### src/rtl/pwm_from_count_if.sv
// Duty-word valid/ready channel into the PWM block.
// Master drives the word and valid; slave answers with ready.
interface pwm_from_count_if #(
  parameter int W = 16
);
  logic [W-1:0] DUTY_IN;
  logic         DUTY_VLD;
  logic         DUTY_RDY;

  modport master (
    output DUTY_IN,
    output DUTY_VLD,
    input  DUTY_RDY
  );

  modport slave (
    input  DUTY_IN,
    input  DUTY_VLD,
    output DUTY_RDY
  );
endinterface

### src/rtl/pwm_from_count.sv
// PWM generator driven by an upstream recycle counter, double-buffered duty.
// Optional IRQ output is enabled by defining PWM_IRQ_EN.
module pwm_from_count #(
  parameter logic [15:0] MAXC = 16'h000F,
  parameter int          W    = 16
) (
  input  logic           CLK,
  input  logic           n_RESET,
  input  logic [W-1:0]   CNT,
  input  logic           REL,
  output logic           n_CEN_OUT,
  input  logic           START,
  input  logic           STOP,
  pwm_from_count_if.slave duty,
  output logic           PWM,
`ifdef PWM_IRQ_EN
  output logic           IRQ,
`endif
  output logic           BUSY,
  output logic [7:0]     PERIOD_CNT
);

  localparam logic [W-1:0] MAXW = W'(MAXC);

  typedef enum logic [1:0] {
    IDLE,
    ARM,
    RUN,
    DRAIN
  } st_e;

  st_e          st_q, st_d;
  logic         pwm_q, pwm_d;
  logic         ncen_q, ncen_d;
  logic [7:0]   pcnt_q, pcnt_d;
  logic [W-1:0] act_q, act_d;
  logic [W-1:0] shd_q, shd_d;
  logic         pend_q, pend_d;

  logic         bnd;
  logic         acc;
  logic         last;
  logic         cmp;
  logic [W-1:0] duty_eff;

  assign bnd  = REL && (st_q == RUN || st_q == DRAIN);
  assign acc  = duty.DUTY_VLD && !pend_q;
  assign last = (st_q == DRAIN) && (CNT == MAXW);

  // A duty promoted on this boundary already governs this edge's compare
  assign duty_eff = (bnd && pend_q) ? shd_q : act_q;
  assign cmp      = CNT < duty_eff;

  always_ff @(posedge CLK or negedge n_RESET) begin
    if (!n_RESET) st_q <= IDLE;
    else          st_q <= st_d;
  end

  always_comb begin
    st_d = st_q;
    unique case (st_q)
      IDLE:    if (START) st_d = ARM;
      ARM: begin
        if (STOP)     st_d = IDLE;
        else if (REL) st_d = RUN;
      end
      RUN:     if (STOP) st_d = DRAIN;
      DRAIN:   if (last) st_d = IDLE;
      default: st_d = IDLE;
    endcase
  end

  always_comb begin
    pwm_d  = 1'b0;
    ncen_d = ncen_q;
    pcnt_d = pcnt_q;
    act_d  = act_q;
    shd_d  = shd_q;
    pend_d = pend_q;

    unique case (st_q)
      IDLE: begin
        if (START) begin
          ncen_d = 1'b0;
          pcnt_d = 8'd0;
        end
      end
      ARM: begin
        if (STOP)     ncen_d = 1'b1;
        else if (REL) pwm_d  = cmp;
      end
      RUN:   pwm_d = cmp;
      DRAIN: begin
        if (last) ncen_d = 1'b1;
        else      pwm_d  = cmp;
      end
      default: pwm_d = 1'b0;
    endcase

    if (bnd) pcnt_d = pcnt_q + 8'd1;

    if (bnd && pend_q) begin
      act_d  = shd_q;
      pend_d = 1'b0;
    end else if (acc) begin
      if (st_q == IDLE) begin
        act_d = duty.DUTY_IN;
      end else begin
        shd_d  = duty.DUTY_IN;
        pend_d = 1'b1;
      end
    end
  end

  always_ff @(posedge CLK or negedge n_RESET) begin
    if (!n_RESET) begin
      pwm_q  <= 1'b0;
      ncen_q <= 1'b1;
      pcnt_q <= 8'd0;
      act_q  <= '0;
      shd_q  <= '0;
      pend_q <= 1'b0;
    end else begin
      pwm_q  <= pwm_d;
      ncen_q <= ncen_d;
      pcnt_q <= pcnt_d;
      act_q  <= act_d;
      shd_q  <= shd_d;
      pend_q <= pend_d;
    end
  end

`ifdef PWM_IRQ_EN
  logic irq_q;

  always_ff @(posedge CLK or negedge n_RESET) begin
    if (!n_RESET) irq_q <= 1'b0;
    else          irq_q <= bnd || last;
  end

  assign IRQ = irq_q;
`endif

  assign PWM           = pwm_q;
  assign n_CEN_OUT     = ncen_q;
  assign PERIOD_CNT    = pcnt_q;
  assign BUSY          = (st_q != IDLE);
  assign duty.DUTY_RDY = !pend_q;

endmodule

### src/flat_wrapper.sv
// flat-port wrapper written by rule: the top's interface ports become plain ports
module pwm_from_count_flat 
#(
  parameter logic [15:0] MAXC = 16'h000F,
  parameter int          W    = 16
)
  (CLK, n_RESET, CNT, REL, n_CEN_OUT, START, STOP, PWM, BUSY, PERIOD_CNT, duty_DUTY_IN, duty_DUTY_VLD, duty_DUTY_RDY);
  pwm_from_count_if #(.W(W)) duty_i ();
  input  logic CLK;
  input  logic n_RESET;
  input  logic [W-1:0] CNT;
  input  logic REL;
  output logic n_CEN_OUT;
  input  logic START;
  input  logic STOP;
  output logic PWM;
  output logic BUSY;
  output logic [7:0] PERIOD_CNT;
  input wire logic [$bits(duty_i.DUTY_IN)-1:0] duty_DUTY_IN;
  input wire logic [$bits(duty_i.DUTY_VLD)-1:0] duty_DUTY_VLD;
  output wire logic [$bits(duty_i.DUTY_RDY)-1:0] duty_DUTY_RDY;
  assign duty_i.DUTY_IN = duty_DUTY_IN;
  assign duty_i.DUTY_VLD = duty_DUTY_VLD;
  assign duty_DUTY_RDY = duty_i.DUTY_RDY;
  pwm_from_count #(.MAXC(MAXC), .W(W)) u_core (.CLK(CLK), .n_RESET(n_RESET), .CNT(CNT), .REL(REL), .n_CEN_OUT(n_CEN_OUT), .START(START), .STOP(STOP), .duty(duty_i), .PWM(PWM), .BUSY(BUSY), .PERIOD_CNT(PERIOD_CNT));
endmodule
### config.mk
export PLATFORM = sky130hd
export DESIGN_NAME = pwm_from_count_flat
export DESIGN_NICKNAME = d
export VERILOG_FILES = /design/src/rtl/pwm_from_count_if.sv /design/src/rtl/pwm_from_count.sv /design/src/flat_wrapper.sv
export SDC_FILE = /design/constraint.sdc
export NUM_CORES = 1
export LEC_CHECK = 0
export CORE_ASPECT_RATIO = 0.9
export CORE_UTILIZATION = 34
export CTS_BUF_LIST = sky130_fd_sc_hd__clkbuf_8
export DETAILED_ROUTE_END_ITERATION = 8
export PLACE_DENSITY = 0.58
export SLEW_MARGIN = 20
export SYNTH_ARGS = -nofsm -noshare
export SYNTH_HDL_FRONTEND = slang
export SYNTH_SLANG_ARGS = --single-unit
### constraint.sdc
create_clock -name CLK -period 5.95 [get_ports CLK]
set_input_delay 1.4875 -clock CLK [delete_from_list [all_inputs] [get_ports CLK]]
set_output_delay 1.4875 -clock CLK [all_outputs]
set_load 0.05 [all_outputs]
### Yosys cells after proc, flatten, opt, wreduce, memory -nomap -nowiden

Cells that the tools add are included.

| cells by class | value |
|---|---|
| add/sub/neg operators | 1 |
| $lt $le $gt $ge | 1 |
| eq/ne operators | 10 |
| multiplexer cells | 24 |
| bitwise gates (word level) | 2 |
| reductions and logical operators | 19 |

Operator list:

| cell | number |
|---|---|
| $mux 16 | 4 |
| $mux 8 | 3 |
| $eq 16x4->1 const B | 1 |
| $lt 16x16->1 | 1 |
| $mux 2 | 5 |
| $reduce_bool 2->1 | 5 |
| $mux 1 | 9 |
| $add 8x1->8 const B | 1 |
| $pmux 2 s4 | 1 |
| $reduce_and 4->1 | 2 |
| $ne 2x2->1 const B | 3 |
| $pmux 1 s3 | 2 |
| $reduce_and 2->1 | 3 |
| $eq 2x2->1 const B | 2 |
| $logic_and 1x1->1 | 4 |
| $ne 2x1->1 const B | 2 |
| $ne 3x3->1 const B | 1 |
| $reduce_and 3->1 | 1 |
| $reduce_bool 3->1 | 1 |
| $eq 2x1->1 const B | 1 |
| $logic_not 2->1 | 1 |
| $not 1->1 | 2 |
| $logic_not 1->1 | 1 |
| $logic_or 1x1->1 | 1 |

| storage, ports and cells | value |
|---|---|
| bits in registers | 45 |
| bits of input ports | 38 |
| output and inout port bits | 12 |
| logic and storage cells | 64 |

### Logic depth before layout (Yosys ltp)

| depth | value |
|---|---|
| depth in word-level cells | 9 |
| mapped depth | 11 |

### Least setup slack after synthesis

OpenSTA, ideal clock, no wires.

| timing path | value |
|---|---|
| path type | input to register |
| from | input port REL |
| to | register u_core.pwm_q (netlist: u_core.PWM) |
| setup time | 125 ps |
| arrival time | 3368 ps |
| path slack | 2456 ps |
| cell stages on the path | 10 |
| path buffers | 2 |
| cells stage by stage | and2_1 -> clkbuf_1 -> nand2_1 -> clkbuf_1 -> a21oi_1 -> ha_1 -> a21o_1 -> a21oi_1 -> o211ai_1 -> a2111oi_0 |

| on the way | value |
|---|---|
| word-level cells in the longest chain between the ends | 7 |

RTL lines:

| what | line | RTL |
|---|---|---|
| start, declared | flat_wrapper.sv:12 | `input logic REL;` |
| $logic_and 1x1->1 | pwm_from_count.sv:46 | `assign bnd = REL && (st_q == RUN \|\| st_q == DRAIN);` |
| $logic_and 1x1->1 | pwm_from_count.sv:51 | `assign duty_eff = (bnd && pend_q) ? shd_q : act_q;` |
| $mux 16 | pwm_from_count.sv:51 |  |
| $lt 16x16->1 | pwm_from_count.sv:52 | `assign cmp = CNT < duty_eff;` |
| $mux 1 | pwm_from_count.sv:90 | `else if (REL) pwm_d = cmp;` |
| $mux 1 | pwm_from_count.sv:89 | `if (STOP) ncen_d = 1'b1;` |
| $pmux 1 s3 (*) | pwm_from_count.sv:81 | `unique case (st_q)` |
| named net u_core.pwm_d | pwm_from_count.sv:33 | `logic pwm_q, pwm_d;` |
| end signal, assigned | pwm_from_count.sv:124 | `pwm_q <= pwm_d;` |
| end, declared | pwm_from_count.sv:33 |  |

Mark *: on every way through the listed nets, which the timed path passes. The rest lies on a longest branch.
A chain may end at the register's enable or synchronous reset.

### Worst setup path after layout

Ends and elaborated chain as after synthesis.

==> impl_metrics.yaml <==
outcome:
  status: "finished clean"
synth:
  yosysUniqueCellTypes: 41
  synth_area_per_cell_um2: 11.30
  synthTopCellsByArea: "dfrtp_1, ha_1, mux2_2"
  syn_nets: 268
  synth_largest_area_cell: "dfrtp_1"
  synth.most_common_cell: "dfrtp_1"
  synthTopCellsByCount: "dfrtp_1, a21oi_1, and2_1, ha_1, nand2_1"
  postSynth.asyncResetShare: 1.000
  synth_seq_cells: 45
  yosysTopAreaCellShare: 0.4555
  netlist_instances: 214
  ys_seq_area_frac: 0.4664
  synthFlopType: "dfrtp_1"
  syn_area_mm2: 0.002417
  ys_warn_count: 0
  synth_edf_count: 0
cts:
  clk-insertion-delay-late_ns: 0.30
  ctsHoldBuffers: 0
  cts_tree: "done"
  htree_levels: 2
  cts_root_buf: "clkbuf_8"
  cts_buffers: 5
  clockBufferDepth: 2
  cts_setup_buffers: 0
  cts.repair.resized: 0
  path_clk_slew_ns: 0.09
  cts.sinks: 45
timing:
  tightest_slew_ns: 0.9507
  period_needed_ns: 3.940
  finClkSkew_ns: 0.007188
  fin_setup_tns_ns: 0
  rsz0062_at_grt: "no"
  timing.final.crit_share: 0.6621
  max_slew_margin: 0.3635
  drv_slew: 0
  hold_viol: 0
  setup_violations: 0
  fmax_ghz: 0.2538
critical_path:
  worstSetupPathType: "in2reg"
  path_max_fanout: 15
  cp-end-kind: "flop"
  arrival_ns: 4.12
  startpoint_type: "input pin"
  reg2reg_depth: 8
  reg2reg_slack_ns: 3.03
  worstPathRequired_ns: 6.13
floorplanning:
  fp.dieW_um: 90.88
  die-height_um: 81.99
  start_util: 0.3594
  core_area_mm2: 0.006726
  dieArea_mm2: 0.007451
  num_io_pins: 50
  core.rowCount: 28
detailed_routing:
  drc: 0
  ant_nets: 0
  viasPerCell: 5.181
  drt_iter0_drc: 74
  first_pass_iters: 4
  wirelength_um: 5518
  vias: 1829
  routedWlPerCell_um: 15.63
final_layout:
  drive_above_1_share: 0.1179
  syn2layout_area_growth_pct: 26.71
  utilization: 0.4554
  diodes: 0
  nNetsFinal: 316
min_path:
  hold_depth: 1
  holdCritPathClass: "reg2reg"
pwr:
  vdd_drop_max_mv: 0.1112
  power_density_mw_per_mm2: 312.2
  p_leak_nw: 1.322
global_route:
  grt_max_degree: 46
  gr-total-overflow: 0
  antenna_found_initial: 0
  grt_pass1_vias: 1831
  grt_pass1_wl_um: 9280
  grt_usage: 0.1638
placed_design:
  place.gp.congestion: 0.7799
  place_hpwl_um: 4017
  port_buffers: 49
flow_run:
  maxCapViolCount: 0
-- kinds of logic (layout without fill, tap and decap cells) --
logic type,after synthesis,in the layout,share of synthesized area
AOI/OAI and AO/OA,62,62,0.1936
buffers and inverters,12,61,0.02122
DFF,45,45,0.4664
adders and majority gates,16,16,0.08281
muxes,20,20,0.09110
and+or+nand+nor,59,59,0.1449
-- sequential cells by signal, indices dropped and copies added, names as in the netlist, named ones only --
| name | count |
|---|---|
| u_core.pend_q | 1 |
| u_core.PWM | 1 |
| u_core.st_q | 1 |
| u_core.act_q | 16 |
| u_core.shd_q | 16 |
| u_core.n_CEN_OUT | 1 |
| u_core.PERIOD_CNT | 8 |
-- critical path: stages --
cell             delay [ns]
clkdlybuf4s50_1        0.51
and2_1                 0.26
nand2_1                0.39
a21oi_1                0.28
ha_1                   0.28
a21o_1                 0.18
a21oi_1                0.20
o211ai_1               0.13
a2111oi_0              0.39
-- per-stage QoR --
stage	power [mW]	setup WS, ns	instance area [um2]	cells	hold WS [ns]
after floorplan	0.6613	2.456	2417	214	0.4470
after global placement	0.7778	1.762	2979	345	0.4614
after detailed placement	0.7826	1.700	2979	345	0.4676
after CTS	0.9676	2.003	3060	353	0.4879
after global routing	1.030	1.687	3063	353	0.5119
final	0.9562	2.010	3063	353	0.4814
-- final timing paths --
path                            startpoint              end
max in group asynchronous          n_RESET  u_core.act_q[8]
hold / removal             u_core.shd_q[7]  u_core.shd_q[7]
setup / recovery                       REL       u_core.PWM
min in group asynchronous          n_RESET  u_core.act_q[0]
hold reg to reg            u_core.shd_q[7]  u_core.shd_q[7]
setup reg to reg                      flop       u_core.PWM
-- layout by cell type (no fill, tap or decap), types with 5 or more instances in the layout --
cell type	count
o21ai_0	7
nand4_1	5
inv_1	6
nand2_1	16
a21oi_1	21
a221o_1	15
and2_1	16
mux2_2	14
ha_1	16
dfrtp_1	44
clkbuf_8	5
clkdlybuf4s50_1	48
-- final cells by class --
type                            count  area (um2)
Sequential cell                    45        1127
Tap cell                           90       112.6
Clock inverter                      3       12.51
Multi-Input combinational cell    157        1239
Inverter                            4       15.01
Timing Repair Buffer               49       488.0
Clock buffer                        5       68.82
Fill cell                         673        3664
-- layer usage --
layer,track usage,vias to the layer above,wire (um)
met5,0,-,0
met4,0.03810,0,34
met3,0.05000,4,226
met2,0.2530,41,2391
met1,0.2256,873,2865
li1,-,911,-
-- power breakdown --
| group | internal, mW | total, mW | switching (mW) |
|---|---|---|---|
| Clock | 0.0792 | 0.182 | 0.103 |
| Combinational | 0.160 | 0.340 | 0.179 |
| Sequential | 0.382 | 0.435 | 0.0523 |
| Total | 0.622 | 0.956 | 0.334 |
Power figures use the tool's default switching activity.
